[src/rtl/clock_div_prog.sv]
// Runtime-programmable integer clock divider (N = 2..2^CNT_W-1), glitch-free ratio changes and run/stop.
// Optional macro CLK_DIV_DUTY50_EN adds a negedge flop so odd ratios get 50% duty.
module clock_div_prog #(
  parameter int CNT_W   = 8,
  parameter int DIV_RST = 2
) (
  input  logic             clk,
  input  logic             rst_n,
  input  logic             en,
  input  logic [CNT_W-1:0] div,
  input  logic             div_load,
  output logic             clk_div,
  output logic             div_tick,
  output logic [CNT_W-1:0] div_active,
  output logic             load_err
);

  if (DIV_RST < 2 || DIV_RST > (2**CNT_W) - 1) begin : g_bad_div_rst
    $error("clock_div_prog: DIV_RST must be in 2..2^CNT_W-1");
  end

  typedef enum logic [1:0] {IDLE, RUN, STOPPING} state_t;

  state_t           st;
  logic [CNT_W-1:0] cnt, cnt_inc, pend_val;
  logic             pend, clk_pos;
  logic             ld_ok, ld_bad, wrap, bound;

  assign cnt_inc = cnt + CNT_W'(1);
  assign ld_ok   = div_load && (div >  CNT_W'(1));
  assign ld_bad  = div_load && (div <= CNT_W'(1));
  assign wrap    = (st != IDLE) && (cnt == div_active - CNT_W'(1));
  // Ratio changes are only allowed where no period is in flight.
  assign bound   = (st == IDLE) || wrap;

  always_ff @(posedge clk or negedge rst_n) begin
    if (!rst_n) begin
      st         <= IDLE;
      cnt        <= '0;
      pend       <= 1'b0;
      pend_val   <= '0;
      clk_pos    <= 1'b0;
      div_tick   <= 1'b0;
      load_err   <= 1'b0;
      div_active <= CNT_W'(DIV_RST);
    end else begin
      load_err <= ld_bad;
      div_tick <= 1'b0;

      if (bound) begin
        if (ld_ok)     div_active <= div;
        else if (pend) div_active <= pend_val;
        pend <= 1'b0;
      end else if (ld_ok) begin
        pend_val <= div;
        pend     <= 1'b1;
      end

      case (st)
        IDLE: begin
          cnt <= '0;
          if (en) begin
            st       <= RUN;
            clk_pos  <= 1'b1;
            div_tick <= 1'b1;
          end else begin
            clk_pos  <= 1'b0;
          end
        end
        default: begin
          // Stopping only takes effect at the end of a period.
          if (wrap && !en) begin
            st      <= IDLE;
            cnt     <= '0;
            clk_pos <= 1'b0;
          end else begin
            st <= en ? RUN : STOPPING;
            if (wrap) begin
              cnt      <= '0;
              clk_pos  <= 1'b1;
              div_tick <= 1'b1;
            end else begin
              cnt     <= cnt_inc;
              clk_pos <= cnt_inc < (div_active >> 1);
            end
          end
        end
      endcase
    end
  end

`ifdef CLK_DIV_DUTY50_EN
  logic clk_neg;

  // Half-cycle-delayed copy of the high phase stretches odd ratios to N/2 high.
  always_ff @(negedge clk or negedge rst_n) begin
    if (!rst_n) clk_neg <= 1'b0;
    else        clk_neg <= clk_pos & div_active[0];
  end

  assign clk_div = clk_pos | clk_neg;
`else
  assign clk_div = clk_pos;
`endif

endmodule

[config.mk]
export PLATFORM = sky130hd
export DESIGN_NAME = clock_div_prog
export DESIGN_NICKNAME = d
export VERILOG_FILES = /design/src/rtl/clock_div_prog.sv
export SDC_FILE = /design/constraint.sdc
export NUM_CORES = 1
export LEC_CHECK = 0
export CORE_MARGIN = 2
export CORE_UTILIZATION = 30
export DETAILED_ROUTE_END_ITERATION = 7
export PLACE_DENSITY = 0.61
export SKIP_LAST_GASP = 1
export SLEW_MARGIN = 10
export SYNTH_ARGS = -nofsm -noshare
export SYNTH_HDL_FRONTEND = slang
export SYNTH_SLANG_ARGS = --single-unit
[constraint.sdc]
create_clock -name clk -period 2.62 [get_ports clk]
set_clock_uncertainty 0.05 [all_clocks]
set_input_delay 0.393 -clock clk [delete_from_list [all_inputs] [get_ports clk]]
set_output_delay 0.393 -clock clk [all_outputs]
set_load 0.05 [all_outputs]
==> results_dict.tcl <==
set metrics [dict create \
    place.gp.congestion 0.753 \
    hold_violations 0 \
    numCtsBuffers 5 \
    drt.antenna.violating_nets 0 \
    nets 207 \
    port_buffers 22 \
    critPathMaxFanout 8 \
    slowest_delay_ns 0.53 \
    synth-seq-cells 30 \
    clkTransAtPathRegs_ns 0.07 \
    reg2reg_setup_slack_ns 0.08 \
    slew_violations 0 \
    die-area_um2 5990 \
    grt_pass1_wl_mm 5.95 \
    die_w_um 77.4 \
    cp_num_buf_inv 2 \
    synth-main-ff-cell "dfrtp_1" \
    io_pins 23 \
    hold_class "input port to async pin" \
    syn_area_per_cell_um2 10.6 \
    cts_buffer_depth 2 \
    crit_type "flop to flop" \
    worst_slew_pin_slew_ns 0.515 \
    antenna_found_initial 0 \
    first_global_vias 1266 \
    cts-root-buf "clkbuf_8" \
    seq_area_frac_synth_pct 46.6 \
    drc 0 \
    place_hpwl_mm 2.54 \
    clk_latency_ns 0.28 \
    path_delay_family "compound AO/OA/AOI/OAI gates" \
    synthArstFlopShare_pct 100 \
    dp.cells 248 \
    slew_headroom_pct 65.6 \
    drt_wl_total_mm 3.40 \
    die_h_um 77.4 \
    syn_nets 172 \
    wl_per_cell_um 13.2 \
    drv_cap 0 \
    crit_path_end_kind "flop" \
    synth_edf_count 0 \
    synth_area_um2 1620 \
    period_share_pct 97.1 \
    fin_area_um2 2090 \
    fillers 538 \
    ir_drop_uv 405 \
    antenna_cells 0 \
    start_kind "flop" \
    vias 1236 \
    pwr_density_cell_nw_per_um2 922 \
    drtPass1Iterations 4 \
    crit_chain "inv_1 > ha_1 > nor3b_4 > maj3_2 > o32a_1 > o41ai_4 > buf_4 > nor2_4 > mux2_2" \
    endpoint "pend_val[6]$_DFFE_PN0P_" \
    fin_setup_tns_ns 0 \
    core_area_um2 5140 \
    grt_max_degree 31 \
    clkSinkCount 30 \
    drt-initial-drc-count 46 \
    r2r_cells 9 \
    grt-ovfl-total 0 \
    critPathLaunch "div_active[1]$_DFFE_PN1P_" \
    crit_slowest_cell "dfstp_2" \
    floorplan.rows 26 \
    yosysWarnings 0 \
    h-tree-depth 2 \
    syn_to_final_growth_pct 29.6 \
    fin_cells 258 \
    synth_cells 152 \
    cp.required_ns 2.74 \
    path_depth 9 \
    max_freq_ghz 0.393 \
    p_total_w 0.00193 \
    r2r_start "div_active[1]$_DFFE_PN1P_" \
    arrival_ns 2.66 \
    dpl_cell_area_um2 1970 \
    worst_slack_ns 0.0771 \
    drive_gt1_share_pct 17.6 \
    synth.distinct_cells 35 \
    grt_usage_pct 12.5 \
    period_needed_ns 2.54 \
    rr_endpoint "pend_val[6]$_DFFE_PN0P_" \
    p_leak_nw 0.950 \
    viasPerCell 4.79 \
    setup-violations-final 0 \
    dp_slack_ns 0.00265 \
    initial_utilization_pct 31.4 \
    cts_tree "done" \
    outcome "completed" \
]
## per-layer routing
metal / track usage (%) / up-vias / wire length (um) / part of all wire (%)
li1: - / 597 / - / -
met1: 16.4 / 609 / 1580 / 46
met2: 19.7 / 25 / 1630 / 48
met3: 3.37 / 5 / 146 / 4.3
met4: 4.82 / 0 / 51 / 1.5
met5: 0 / - / 0 / 0
## placed cells by master, fill, tap and decap left out, drive strengths merged
cell	synthesis	layout
nor4	2	2
nor2	9	9
o41ai	2	2
clkinv	0	2
maj3	1	1
o21ai	5	5
a32oi	1	1
nor3	2	2
mux2i	1	1
o32a	1	1
buf	2	10
o2111ai	1	1
a22o	11	11
dfrtp	29	29
a211o	1	1
nand2	7	7
o22ai	1	1
a21oi	5	5
clkbuf	2	6
nand3	5	5
clkdlybuf4s50	0	22
nor2b	7	7
nand4	1	1
and3	2	2
ha	8	8
xor2	8	8
a22oi	1	1
nor3b	1	1
inv	16	16
xnor2	9	9
or2	1	1
mux2	8	8
dfstp	1	1
o21a	1	1
## logic make-up (layout without fill, tap and decap cells)
group	Yosys count	after routing	share of synthesized area [%]
fa+ha+maj	9	9	6.82
compound gates	30	30	14.9
flops	30	30	46.6
mux	9	9	6.20
buf+inv	20	56	4.80
simple gates	37	37	11.5
xor+xnor	17	17	9.22
## registers in the layout, indices dropped and copies added, names as in the netlist
signal,count
div_tick,1
div_active,8
pend,1
cnt,8
pend_val,8
load_err,1
clk_div,1
st,2
## worst register-to-register path, cell delays in order, from the launching register on
cell and delay, ns:
dfstp_2 0.53, inv_1 0.04, ha_1 0.20, nor3b_4 0.17, maj3_2 0.32, o32a_1 0.22
o41ai_4 0.34, buf_4 0.20, nor2_4 0.08, mux2_2 0.28
## worst min-delay path by stage
stage,start,end,slack (ns),cells after the start
after floorplan,rst_n,clk_div$_DFF_PN0_,0.05,0
after global placement,pend_val[6]$_DFFE_PN0P_,pend_val[6]$_DFFE_PN0P_,0.44,1
after detailed placement,pend_val[3]$_DFFE_PN0P_,pend_val[3]$_DFFE_PN0P_,0.45,1
after CTS,rst_n,pend_val[2]$_DFFE_PN0P_,0.46,2
after global routing,pend_val[1]$_DFFE_PN0P_,pend_val[1]$_DFFE_PN0P_,0.48,1
final,rst_n,pend_val[2]$_DFFE_PN0P_,0.44,2
## report_power, final
part	internal, W	switching [W]	leakage, nW
registers	0.000571	0.000132	0.369
clock network	0.000184	0.000180	0.0450
logic	0.000385	0.000479	0.536
total	0.00114	0.000791	0.950
## cell usage after synthesis (2+ instances only)
library cell  instances  area share [%]
and3_1                2            0.77
inv_1                16             3.7
nand2_1               7             1.6
buf_2                 2            0.62
nor2_1                8             1.9
nor2b_1               7             2.7
nor4_1                2            0.77
a22o_1               11             6.0
o21ai_0               4             1.2
ha_1                  8             6.2
mux2_2                8             5.6
xor2_1                8             4.3
a21oi_1               5             1.5
nor3_1                2            0.62
clkbuf_1              2            0.46
dfrtp_1              29              45
xnor2_1               9             4.9
nand3_1               5             1.5
## stage by stage
stage / utilization, % / hold WS, ns
after global placement: 38.3 / 0.438
final: 40.7 / 0.443
after global routing: 40.7 / 0.479
after floorplan: - / 0.0474
after detailed placement: 38.3 / 0.448
after CTS: 39.9 / 0.464
## final cells by class
class / instances / area [um2] / area share, %
repair buffers: 32 / 295 / 14.1
well taps: 70 / 87.6 / 4.18
clock inverters: 2 / 10.0 / 0.478
clock buffers: 6 / 72.6 / 3.47
multi-input cells: 102 / 815 / 38.9
flip-flops and latches: 30 / 753 / 36.0
inverters: 16 / 60.1 / 2.87
## what timing repair did
action / 4_1_cts / 5_1_grt
setup endpoints to repair: 8 / 17
gates resized for setup: 0 / 5
buffers inserted: 0 / 2
hold buffers: 0 / 0
pin swaps: 0 / 1
endpoints found under the hold margin: 0 / 0
Power figures use the tool's default switching activity.
